[src/rtl/alu_issue_stage.sv]
// RV32I integer decode/issue stage feeding the ALU.
// Decoded operands sit in a registered main + skid buffer pair.
package alu_issue_pkg;
   localparam int ALU_FUNCT_WIDTH = 4;
   localparam logic [3:0] ALU_FUNCT_ADD  = 4'd0;
   localparam logic [3:0] ALU_FUNCT_SUB  = 4'd1;
   localparam logic [3:0] ALU_FUNCT_SLL  = 4'd2;
   localparam logic [3:0] ALU_FUNCT_SLT  = 4'd3;
   localparam logic [3:0] ALU_FUNCT_SLTU = 4'd4;
   localparam logic [3:0] ALU_FUNCT_XOR  = 4'd5;
   localparam logic [3:0] ALU_FUNCT_SRL  = 4'd6;
   localparam logic [3:0] ALU_FUNCT_SRA  = 4'd7;
   localparam logic [3:0] ALU_FUNCT_OR   = 4'd8;
   localparam logic [3:0] ALU_FUNCT_AND  = 4'd9;
endpackage

module alu_issue_stage
   import alu_issue_pkg::*;
#(
   parameter int N = 32
) (
   input  logic                       clk,
   input  logic                       rst_n,
   input  logic                       flush,
   input  logic                       in_valid,
   output logic                       in_ready,
   input  logic [31:0]                instr,
   input  logic [N-1:0]               pc,
   input  logic [N-1:0]               rs1_data,
   input  logic [N-1:0]               rs2_data,
   output logic                       out_valid,
   input  logic                       out_ready,
   output logic [N-1:0]               alu_x,
   output logic [N-1:0]               alu_y,
   output logic [ALU_FUNCT_WIDTH-1:0] alu_funct,
   output logic [4:0]                 rd,
   output logic                       wb_en,
   output logic                       illegal
);

   typedef struct packed {
      logic [N-1:0]               x;
      logic [N-1:0]               y;
      logic [ALU_FUNCT_WIDTH-1:0] funct;
      logic [4:0]                 rd;
      logic                       wb_en;
      logic                       illegal;
   } entry_t;

   localparam entry_t ENTRY_RST = '{
      x:       '0,
      y:       '0,
      funct:   ALU_FUNCT_ADD,
      rd:      5'd0,
      wb_en:   1'b0,
      illegal: 1'b0
   };

   localparam logic [6:0] OP_R     = 7'b0110011;
   localparam logic [6:0] OP_I     = 7'b0010011;
   localparam logic [6:0] OP_LUI   = 7'b0110111;
   localparam logic [6:0] OP_AUIPC = 7'b0010111;
   localparam logic [6:0] F7_ZERO  = 7'b0000000;
   localparam logic [6:0] F7_ALT   = 7'b0100000;

   function automatic logic [ALU_FUNCT_WIDTH-1:0] f3_map(
      input logic [2:0] f3,
      input logic       alt
   );
      logic [ALU_FUNCT_WIDTH-1:0] f;
      f = ALU_FUNCT_ADD;
      unique case (f3)
         3'b000:  f = alt ? ALU_FUNCT_SUB : ALU_FUNCT_ADD;
         3'b001:  f = ALU_FUNCT_SLL;
         3'b010:  f = ALU_FUNCT_SLT;
         3'b011:  f = ALU_FUNCT_SLTU;
         3'b100:  f = ALU_FUNCT_XOR;
         3'b101:  f = alt ? ALU_FUNCT_SRA : ALU_FUNCT_SRL;
         3'b110:  f = ALU_FUNCT_OR;
         default: f = ALU_FUNCT_AND;
      endcase
      return f;
   endfunction

   logic [6:0]         opcode;
   logic [2:0]         f3;
   logic [6:0]         f7;
   logic signed [11:0] imm_i;
   logic signed [31:0] imm_u;
   logic               is_shift;
   logic               ill;
   entry_t             dec;

   assign opcode   = instr[6:0];
   assign f3       = instr[14:12];
   assign f7       = instr[31:25];
   assign imm_i    = instr[31:20];
   assign imm_u    = {instr[31:12], 12'b0};
   assign is_shift = (f3 == 3'b001) || (f3 == 3'b101);

   always_comb begin
      dec       = ENTRY_RST;
      dec.rd    = instr[11:7];
      ill       = 1'b0;
      unique case (1'b1)
         (opcode == OP_R): begin
            dec.x     = rs1_data;
            dec.y     = is_shift ? N'(rs2_data[4:0]) : rs2_data;
            dec.funct = f3_map(f3, f7[5]);
            ill = !((f7 == F7_ZERO) ||
                    ((f7 == F7_ALT) &&
                     ((f3 == 3'b000) || (f3 == 3'b101))));
         end
         (opcode == OP_I): begin
            dec.x     = rs1_data;
            dec.y     = is_shift ? N'(instr[24:20]) : N'(imm_i);
            dec.funct = f3_map(f3, (f3 == 3'b101) && f7[5]);
            if (f3 == 3'b001)
               ill = (f7 != F7_ZERO);
            else if (f3 == 3'b101)
               ill = !((f7 == F7_ZERO) || (f7 == F7_ALT));
         end
         (opcode == OP_LUI): begin
            dec.y = N'(imm_u);
         end
         (opcode == OP_AUIPC): begin
            dec.x = pc;
            dec.y = N'(imm_u);
         end
         default: ill = 1'b1;
      endcase
      // Illegal words issue as a harmless ADD 0,0 with no writeback
      if (ill) begin
         dec.x     = '0;
         dec.y     = '0;
         dec.funct = ALU_FUNCT_ADD;
      end
      dec.illegal = ill;
      dec.wb_en   = !ill && (dec.rd != 5'd0);
   end

   logic   main_valid_q, main_valid_d;
   logic   skid_valid_q, skid_valid_d;
   entry_t main_q, main_d;
   entry_t skid_q, skid_d;
   logic   accept;
   logic   drain;
   logic   main_free;

   assign in_ready  = !skid_valid_q;
   assign accept    = in_valid && !skid_valid_q;
   assign drain     = main_valid_q && out_ready;
   assign main_free = !main_valid_q || drain;

   always_comb begin
      main_valid_d = main_valid_q;
      skid_valid_d = skid_valid_q;
      main_d       = main_q;
      skid_d       = skid_q;
      if (flush) begin
         main_valid_d = 1'b0;
         skid_valid_d = 1'b0;
      end else if (main_free) begin
         if (skid_valid_q) begin
            main_valid_d = 1'b1;
            main_d       = skid_q;
            skid_valid_d = accept;
            if (accept)
               skid_d = dec;
         end else begin
            main_valid_d = accept;
            if (accept)
               main_d = dec;
         end
      end else if (accept) begin
         skid_valid_d = 1'b1;
         skid_d       = dec;
      end
   end

   always_ff @(posedge clk or negedge rst_n) begin
      if (!rst_n) begin
         main_valid_q <= 1'b0;
         skid_valid_q <= 1'b0;
         main_q       <= ENTRY_RST;
         skid_q       <= ENTRY_RST;
      end else begin
         main_valid_q <= main_valid_d;
         skid_valid_q <= skid_valid_d;
         main_q       <= main_d;
         skid_q       <= skid_d;
      end
   end

   assign out_valid = main_valid_q;
   assign alu_x     = main_q.x;
   assign alu_y     = main_q.y;
   assign alu_funct = main_q.funct;
   assign rd        = main_q.rd;
   assign wb_en     = main_q.wb_en;
   assign illegal   = main_q.illegal;

endmodule

[config.mk]
export PLATFORM = sky130hd
export DESIGN_NAME = alu_issue_stage
export DESIGN_NICKNAME = d
export VERILOG_FILES = /design/src/rtl/alu_issue_stage.sv
export SDC_FILE = /design/constraint.sdc
export NUM_CORES = 1
export LEC_CHECK = 0
export ABC_AREA = 1
export CELL_PAD_IN_SITES_DETAIL_PLACEMENT = 0
export CELL_PAD_IN_SITES_GLOBAL_PLACEMENT = 2
export CORE_MARGIN = 2
export CORE_UTILIZATION = 24
export CTS_CLUSTER_DIAMETER = 200
export CTS_CLUSTER_SIZE = 30
export DETAILED_ROUTE_END_ITERATION = 12
export PLACE_DENSITY = 0.75
export SYNTH_ARGS = -nofsm -noshare
export SYNTH_HDL_FRONTEND = slang
export SYNTH_SLANG_ARGS = --single-unit
export TNS_END_PERCENT = 100
[constraint.sdc]
create_clock -name clk -period 1.75 [get_ports clk]
set_clock_uncertainty 0.15 [all_clocks]
set_input_delay 0.35 -clock clk [delete_from_list [all_inputs] [get_ports clk]]
set_output_delay 0.35 -clock clk [all_outputs]
set_load 0.02 [all_outputs]
# Yosys cells after proc, flatten, opt, wreduce, memory -nomap -nowiden
# Index checks and enable logic that the tools add are counted.
[op_classes] eq_ne=12 n_mux=27 bitwise_logic=1 n_reduce_logical=26
[ops] operator="75-bit 2-to-1 mux" count=5
[ops] operator="32-bit case mux with 3 select lines" count=1
[ops] operator="68-bit 2-to-1 mux" count=1
[ops] operator="32-bit 2-to-1 mux" count=2
[ops] operator="32-bit case mux with 2 select lines" count=1
[ops] operator="4-bit case mux with 7 select lines" count=2
[ops] operator="7-bit by 6-bit equality test with 1-bit output, second input constant" count=3
[ops] operator="7-bit by 5-bit equality test with 1-bit output, second input constant" count=2
[ops] operator="1-bit 2-to-1 mux" count=13
[ops] operator="3-bit equality test, second input constant" count=3
[ops] operator="4-bit case mux with 2 select lines" count=1
[ops] operator="7-bit logical NOT" count=1
[ops] operator="7-bit nonzero test" count=1
[ops] operator="3-bit by 2-bit equality test with 1-bit output, second input constant" count=2
[ops] operator="1-bit logical AND" count=5
[ops] operator="1-bit logical NOT" count=5
[ops] operator="1-bit logical OR" count=5
[ops] operator="5-bit nonzero test" count=1
[ops] operator="2-bit nonzero test" count=2
[ops] operator="2-bit OR reduction" count=2
[ops] operator="3-bit by 1-bit equality test with 1-bit output, second input constant" count=1
[ops] operator="3-bit logical NOT" count=1
[ops] operator="1-bit case mux with 3 select lines" count=1
[ops] operator="3-bit AND reduction" count=1
[ops] operator="other kinds (4)" count=4
[totals] ff_bits=152 input_bits=133 out_inout_bits=77 elab_cells=80

# Depth between registers and ports, before layout
# Gate-level depths: netlist of run 1.
[logic_depth] depth_word=11 ltp_mapped=14 ltp_nobuf=12

# Worst setup path before layout of run 1
# Ideal clock, no wire load.
[synth_path] path_kind="reg-to-output" start="register skid_valid_q" end="output port in_ready" arrival_ns=1.276 t_required_ns=1.250 setup_slack_ns=-0.026 stages_incl_launch_ff=5 path_buffers=3 path_cell_list="dfrtp_1 > buf_2 > inv_2 > clkbuf_1 > clkbuf_1"
[synth_between] elab_chain_len=1
[synth_lines] item="from (decl)" line_no="143" source="logic skid_valid_q, skid_valid_d;"
[synth_lines] item="from (signal assigned)" line_no="189" source="skid_valid_q <= skid_valid_d;"
[synth_lines] item="1-bit logical NOT" line_no="150" source="assign in_ready = !skid_valid_q;"
[synth_lines] item="to (decl)" line_no="26" source="output logic in_ready,"
# No other way between the ends.

# Worst setup path in the final report of run 1
# Ends and elaborated chain as after synthesis.

==> reports/results.tsv, run 1 <==
stage	metric	value	unit
status	status	finished, final reports clean	
pwr	Max IR drop VDD	0.619	mV
timing	max-slew violations	0	
critical_path	Worst Path Required	1250	ps
timing	Slew HR	65.7	%
critical_path	crit end category	primary output	
floorplan	# IOs	210	
routing	DRT iter0 DRCs	437	
critical_path	kind of start point of the critical path	flop	
logic_synthesis	mapped cell area	7880	um^2
global_route	first-pass GRT wire length	43700	um
floorplan	die height	185	um
timing	Slew @ Worst Pin	514	ps
floorplan	initial core utilization	24.3	%
final_layout	layout cells sized above 1	15.1	%
routing	WL final	28800	um
placed_design	DP HPWL	19100	um
routing	DRC	0	
clock_network	clk sinks	152	
logic_synthesis	Ys Warns	0	
pwr	Power Density	754	nW/um^2
floorplan	Die Wd	185	um
routing	Final ANT Viol Nets	0	
clock_network	Clock Latency Late Sink	420	ps
pwr	internal power	0.00665	W
clock_network	CTS buffer count	17	
timing	RSZ-0062 raised after global routing	no	
clock_network	H-tree depth	4	
clock_network	Clk pin slew, worst setup/hold paths	70	ps
final_layout	final core utilization	37.5	%
critical_path	WP data arrival	1200	ps
critical_path	critical path class	flop to primary output	
clock_network	CTS root buf	clkbuf_16	
routing	DR vias	7939	
placed_design	Placer Congestion	0.779	
pwr	sequential share of power	40.9	%
global_route	maximum number of pins on one net before global-route repair	89	
pwr	Switch Pwr	0.00252	W
worst_hold_path	Min-Delay Path Class	primary input to asynchronous set/reset pin	
global_route	GRT overflow	0	
logic_synthesis	Mapped Cells	1138	
pwr	combinational share of power	14.9	%
pwr	Clk network pwr share	44.1	%
clock_network	CTS tree	yes	
timing	time the worst path needs with I/O delays and setup	1700	ps
logic_synthesis	synth unique cells	27	
timing	Tcrit/Tclk final	97.1	%
pwr	Leak Pwr	6.79	nW
clock_network	Max Root-Sink Buffers	2	
logic_synthesis	synthesis-stage register bit count	152	
critical_path	CP Max Fanout	3	
global_route	initial antenna violation count	0	
global_route	all-layer global routing usage	16.5	%
logic_synthesis	syn_nets	1271	
pwr	switching share of power	27.5	%
floorplan	area of the core	32500	um^2
routing	TritonRoute pass-1 iters	4	
final_layout	diode count	0	
timing	final setup fails	0	
timing	final hold slack	284	ps
routing	DR vias/cell	4.29	
timing	final hold vios	0	
logic_synthesis	synthesized area per cell	6.92	um^2
final_layout	Area Growth Syn to Fin	54.3	%
placed_design	IO Port Bufs	209	
job	max-cap check violation count	0	
floorplan	DIE AREA	34300	um^2
final_layout	Final Net Count	1527	
logic_synthesis	post-synthesis sequential area ratio	48.3	%
floorplan	Rows	66	
routing	post-DR wirelength/cell	15.6	um
timing	Max Fclk	588	MHz
global_route	number of global-route vias before repair	7717	
-- path summary, 6_finish.rpt --
check,endpoint,depth (start not counted),slack (ps),start
max in group asynchronous,skid_valid_q,3,560,rst_n
max reg2reg,skid_q[34],5,100,skid_valid_q
min,alu_y[17],2,280,rst_n
max,in_ready,2,50,skid_valid_q
min in group clk,alu_y[20],2,320,alu_y[20]
min reg2reg,alu_y[20],2,320,alu_y[20]
-- placed cells by master (no fill, tap or decap), types with 5 or more instances in the layout --
master             n
nand2_1          522
dfrtp_1          151
nor2_1           132
clkdlybuf4s50_1  114
dlygate4sd2_1     79
nand3_1           73
buf_4             59
o21ai_0           50
o21ai_1           29
nand2_2           23
clkbuf_16         22
buf_12            19
inv_1             14
inv_2             11
nor2_4             9
a21oi_1            9
clkbuf_2           9
nand2_4            8
buf_16             7
buf_6              7
or2_2              6
a21boi_1           6
nand3_2            5
inv_6              5
-- stage by stage --
stage	TNS, ps	instance area, um^2	cells	setup slack [ps]	power, W
CTS	0	11900	1844	0.972	0.00929
finish	0	12200	1849	50.3	0.00917
detailed placement	-90480	11100	1796	-692	0.00525
floorplan	0	7880	1138	22.9	0.00433
global route	0	12200	1849	3.78	0.00960
global placement	-87420	11100	1796	-695	0.00525
-- area by class of cell --
type | count | area [um^2]
Multi-Input combinational cell | 890 | 3890
Clock inverter | 14 | 185
Tap cell | 442 | 553
Fill cell | 3412 | 20300
Sequential cell | 152 | 3800
Inverter | 26 | 100
Timing Repair Buffer | 307 | 3190
Clock buffer | 18 | 439
-- Yosys cell counts --
| master | number | share of area [%] |
|---|---|---|
| nand3_1 | 79 | 5.0 |
| or2_2 | 6 | 0.48 |
| a22o_1 | 4 | 0.44 |
| o31ai_1 | 1 | 0.095 |
| buf_1 | 3 | 0.14 |
| buf_2 | 10 | 0.64 |
| dfrtp_1 | 152 | 48 |
| o21ai_0 | 68 | 4.3 |
| o21ai_1 | 12 | 0.76 |
| buf_6 | 5 | 0.71 |
| nor2_2 | 3 | 0.24 |
| o211ai_1 | 2 | 0.19 |
| clkinv_1 | 1 | 0.048 |
| a21boi_1 | 6 | 0.57 |
| inv_1 | 20 | 0.95 |
| nor3_1 | 1 | 0.063 |
| nor2_1 | 141 | 6.7 |
| clkbuf_1 | 51 | 2.4 |
| inv_2 | 5 | 0.24 |
| nand4_1 | 2 | 0.16 |
| nor3_4 | 1 | 0.21 |
| nor3_2 | 1 | 0.13 |
| nand2_1 | 552 | 26 |
| nor2_4 | 1 | 0.14 |
| nand2_2 | 1 | 0.079 |
| a21oi_1 | 9 | 0.57 |
| buf_4 | 1 | 0.095 |
-- metal layers --
metal | track usage [%] | routed length, um | vias to the layer above
met2 | 28.1 | 14100 | 132
met1 | 21.9 | 13600 | 3714
met3 | 2.69 | 877 | 13
met5 | 0 | 0 | -
li1 | - | - | 4080
met4 | 3.75 | 316 | 0
-- registers in the layout (all words and copies together), names as in the netlist --
register	flops
out_valid	1
skid_valid_q	1
illegal	1
alu_x	32
rd	5
skid_q	75
wb_en	1
alu_y	32
alu_funct	4
-- power by group through the flow --
stage | Combinational [W] | Sequential (W) | Clock [W]
4_1_cts | 0.00137 | 0.00376 | 0.00417
2_1_floorplan | 0.000381 | 0.00395 | 0
6_report | 0.00137 | 0.00375 | 0.00405
3_5_place_dp | 0.00142 | 0.00382 | 0
5_1_grt | 0.00151 | 0.00377 | 0.00432
3_3_place_gp | 0.00142 | 0.00382 | 0
-- worst max-delay path, stage by stage (launching register included) --
cell and delay, ps:
dfrtp_2 440, inv_4 80, clkdlybuf4s15_2 260
-- cells by family after synthesis --
group / after synthesis / synth area share (%)
compound gates: 102 / 6.95
buf+inv: 96 / 5.26
flops: 152 / 48.3
simple gates: 788 / 39.5
-- what timing repair did --
| item | CTS | global route |
|---|---|---|
| resized for setup | 127 | 93 |
| setup buffers | 10 | 1 |
| endpoints found under the setup margin | 216 | 144 |
| pin swaps | 19 | 19 |
| cloned | 5 | 6 |
| hold buffers | 1 | 0 |
| endpoints found under the hold margin | 36 | 0 |
(Power assumes the default switching activity.)
==> run 2, diff against run 1 <==
Settings changed: PLACE_DENSITY 0.75 to 0.78.
==> run 2 against run 1 <==
Net effect: global-route usage down 0.16 points; non-clock buffer count increased by 11; sequential cell count stayed put; fmax rose by 0.39%; design area up 0.89%; combinational power about the same; first-iteration DRC count down 8.0%; critical path type is now primary input to flop; highest routed layer unchanged.
==> reports/results.tsv, run 2 (same netlist as run 1, synthesis figures left out) <==
stage	metric	value	unit	change
clock_network	CTS buffer count	17		unchanged
global_route	GRT overflow	0		unchanged
timing	Slew @ Worst Pin	461	ps	was 514 ps
clock_network	CTS root buf	clkbuf_16		unchanged
final_layout	multi-input logic area	3910	um^2	was 3890 um^2
pwr	Clk network pwr share	42.0	%	was 44.1%
job	max-cap check violation count	0		unchanged
floorplan	initial core utilization	24.3	%	unchanged
timing	final setup fails	0		unchanged
timing	Max Fclk	591	MHz	was 588 MHz
clock_network	Clk pin slew, worst setup/hold paths	70	ps	about the same
final_layout	Reg area	3800	um^2	about the same
final_layout	max reg flops	75		unchanged
critical_path	worst r2r path cells	10		was 5
floorplan	Die Wd	185	um	unchanged
placed_design	DP HPWL	18900	um	was 19100 um
final_layout	Final Net Count	1538		was 1527
pwr	sequential share of power	42.3	%	was 40.9%
floorplan	DIE AREA	34300	um^2	unchanged
critical_path	crit end category	flop		was primary output
final_layout	diode count	0		unchanged
floorplan	# IOs	210		unchanged
final_layout	final core utilization	37.8	%	was 37.5%
clock_network	Clock Latency Late Sink	420	ps	about the same
worst_hold_path	Min-Delay Path Class	primary input to asynchronous set/reset pin		unchanged
floorplan	Rows	66		unchanged
pwr	combinational share of power	15.7	%	was 14.9%
placed_design	dpl cells	1795		was 1796
routing	DR vias/cell	4.28		was 4.29
floorplan	die height	185	um	unchanged
final_layout	Area Growth Syn to Fin	55.7	%	was 54.3%
global_route	number of global-route vias before repair	7787		was 7717
pwr	Switch Pwr	0.00250	W	was 0.00252 W
routing	TritonRoute pass-1 iters	5		was 4
timing	max-slew violations	0		unchanged
final_layout	commonest non-fill, non-tap cell in the layout	nand2_1		unchanged
routing	WL final	28100	um	was 28800 um
critical_path	R2R Setup Slk	150	ps	was 100 ps
placed_design	IO Port Bufs	209		unchanged
placed_design	Placer Congestion	0.799		was 0.779
clock_network	CTS tree	yes		unchanged
routing	DR vias	7955		was 7939
placed_design	Place WS	-734	ps	was -692 ps
status	status	finished, final reports clean		unchanged
routing	Max Used Layer	met4		unchanged
global_route	all-layer global routing usage	16.4	%	was 16.5%
global_route	maximum number of pins on one net before global-route repair	90		was 89
routing	post-DR wirelength/cell	15.1	um	was 15.6 um
final_layout	non-filler cells, final	1860		was 1849
routing	WL met2	13600	um	was 14100 um
routing	M1 wire length	13300	um	was 13600 um
clock_network	Max Root-Sink Buffers	2		unchanged
critical_path	Worst Path Required	1940	ps	was 1250 ps
timing	Slew HR	69.0	%	was 65.7%
global_route	initial antenna violation count	0		unchanged
timing	setup slack after layout	56.9	ps	was 50.3 ps
critical_path	r2r endpoint	alu_y[12]		was skid_q[34]
routing	Final ANT Viol Nets	0		unchanged
clock_network	H-tree depth	4		unchanged
routing	DRT iter0 DRCs	402		was 437
routing	DRC	0		unchanged
critical_path	beginning of the worst register-to-register path	out_valid		was skid_valid_q
final_layout	Top reg by flops	skid_q		unchanged
final_layout	fill cell count	3440		was 3412
pwr	Max IR drop VDD	0.642	mV	was 0.619 mV
final_layout	most frequent cells in the layout	nand2_1, dfrtp_1, nor2_1		unchanged
critical_path	CP Max Fanout	5		was 3
critical_path	kind of start point of the critical path	primary input		was flop
global_route	first-pass GRT wire length	43500	um	was 43700 um
pwr	Leak Pwr	6.84	nW	was 6.79 nW
timing	time the worst path needs with I/O delays and setup	1690	ps	was 1700 ps
critical_path	WP data arrival	1880	ps	was 1200 ps
pwr	internal power	0.00637	W	was 0.00665 W
clock_network	clk sinks	152		unchanged
timing	RSZ-0062 raised after global routing	yes		was no
critical_path	critical path class	primary input to flop		was flop to primary output
final_layout	layout cells sized above 1	16.4	%	was 15.1%
floorplan	area of the core	32500	um^2	unchanged
timing	final hold vios	0		unchanged
pwr	Power Density	723	nW/um^2	was 754 nW/um^2
routing	Met3 Wirelength	827	um	was 877 um
timing	Tcrit/Tclk final	96.7	%	was 97.1%
pwr	switching share of power	28.2	%	was 27.5%
-- run 2: cell count changes in the layout (fill, tap and decap cells not counted), sizes merged --
cell / delta
clkinv: +1
bufinv: -2
inv: -2
clkinvlp: +3
dlygate4sd2: -4
buf: +15
-- run 2: cell type report --
class,count,area share (%)
multi-input combinational,890,31.9
clock buffer,18,3.58
timing repair buffer,318,27.0
inverter,26,0.867
clock inverter,14,1.12
sequential,152,31.0
tap,442,4.51
-- run 2: layer usage --
layer,GRT usage (%),up-vias
met5,0,-
met4,4.22,0
met3,2.28,19
met2,26.5,130
met1,22.9,3713
li1,-,4093
-- run 2: how the worst max path moves through the flow --
stage / from / end / slack [ps] / cells after the start
floorplan: instr[6] / alu_y[29] / 20 / 12
global placement: instr[6] / alu_x[21] / -700 / 13
detailed placement: instr[6] / skid_q[52] / -730 / 11
CTS: instr[26] / alu_x[29] / 6 / 15
global route: instr[14] / alu_y[29] / -30 / 15
finish: instr[14] / skid_q[13] / 60 / 13
-- run 2: per-stage QoR --
step	hold slack, ps	instance area [um^2]	setup TNS [ps]	power [W]
after floorplan	-95.6	7880	0	0.00433
after global placement	70.2	11100	-88790	0.00526
after detailed placement	70.1	11100	-92560	0.00526
after CTS	174	12000	0	0.00899
after global routing	195	12300	-627	0.00930
final	190	12300	0	0.00887
-- run 2: power by group through the flow --
stage	Sequential [W]	Combinational, W	Clock (W)
after detailed placement	0.00382	0.00143	0
after floorplan	0.00395	0.000381	0
after CTS	0.00376	0.00139	0.00385
after global routing	0.00377	0.00153	0.00400
after global placement	0.00382	0.00143	0
final	0.00375	0.00139	0.00373
-- run 2: worst max-delay path, cell delays in order --
cell,delay [ps]
dlygate4sd2_1,290
inv_1,100
nand3_1,70
nand2_1,80
nand2_2,70
nand2_2,70
nand2_2,70
nor2_4,150
buf_6,140
buf_8,130
clkbuf_16,140
nand2_1,60
o21ai_0,150
-- run 2: timing repair --
item | in CTS | in global routing
resized for setup | 139 | 89
endpoints found under the hold margin | 140 | 0
pin swaps | 18 | 38
endpoints found under the setup margin | 214 | 138
hold buffers | 1 | 0
cloned | 4 | 6
setup buffers | 20 | 3
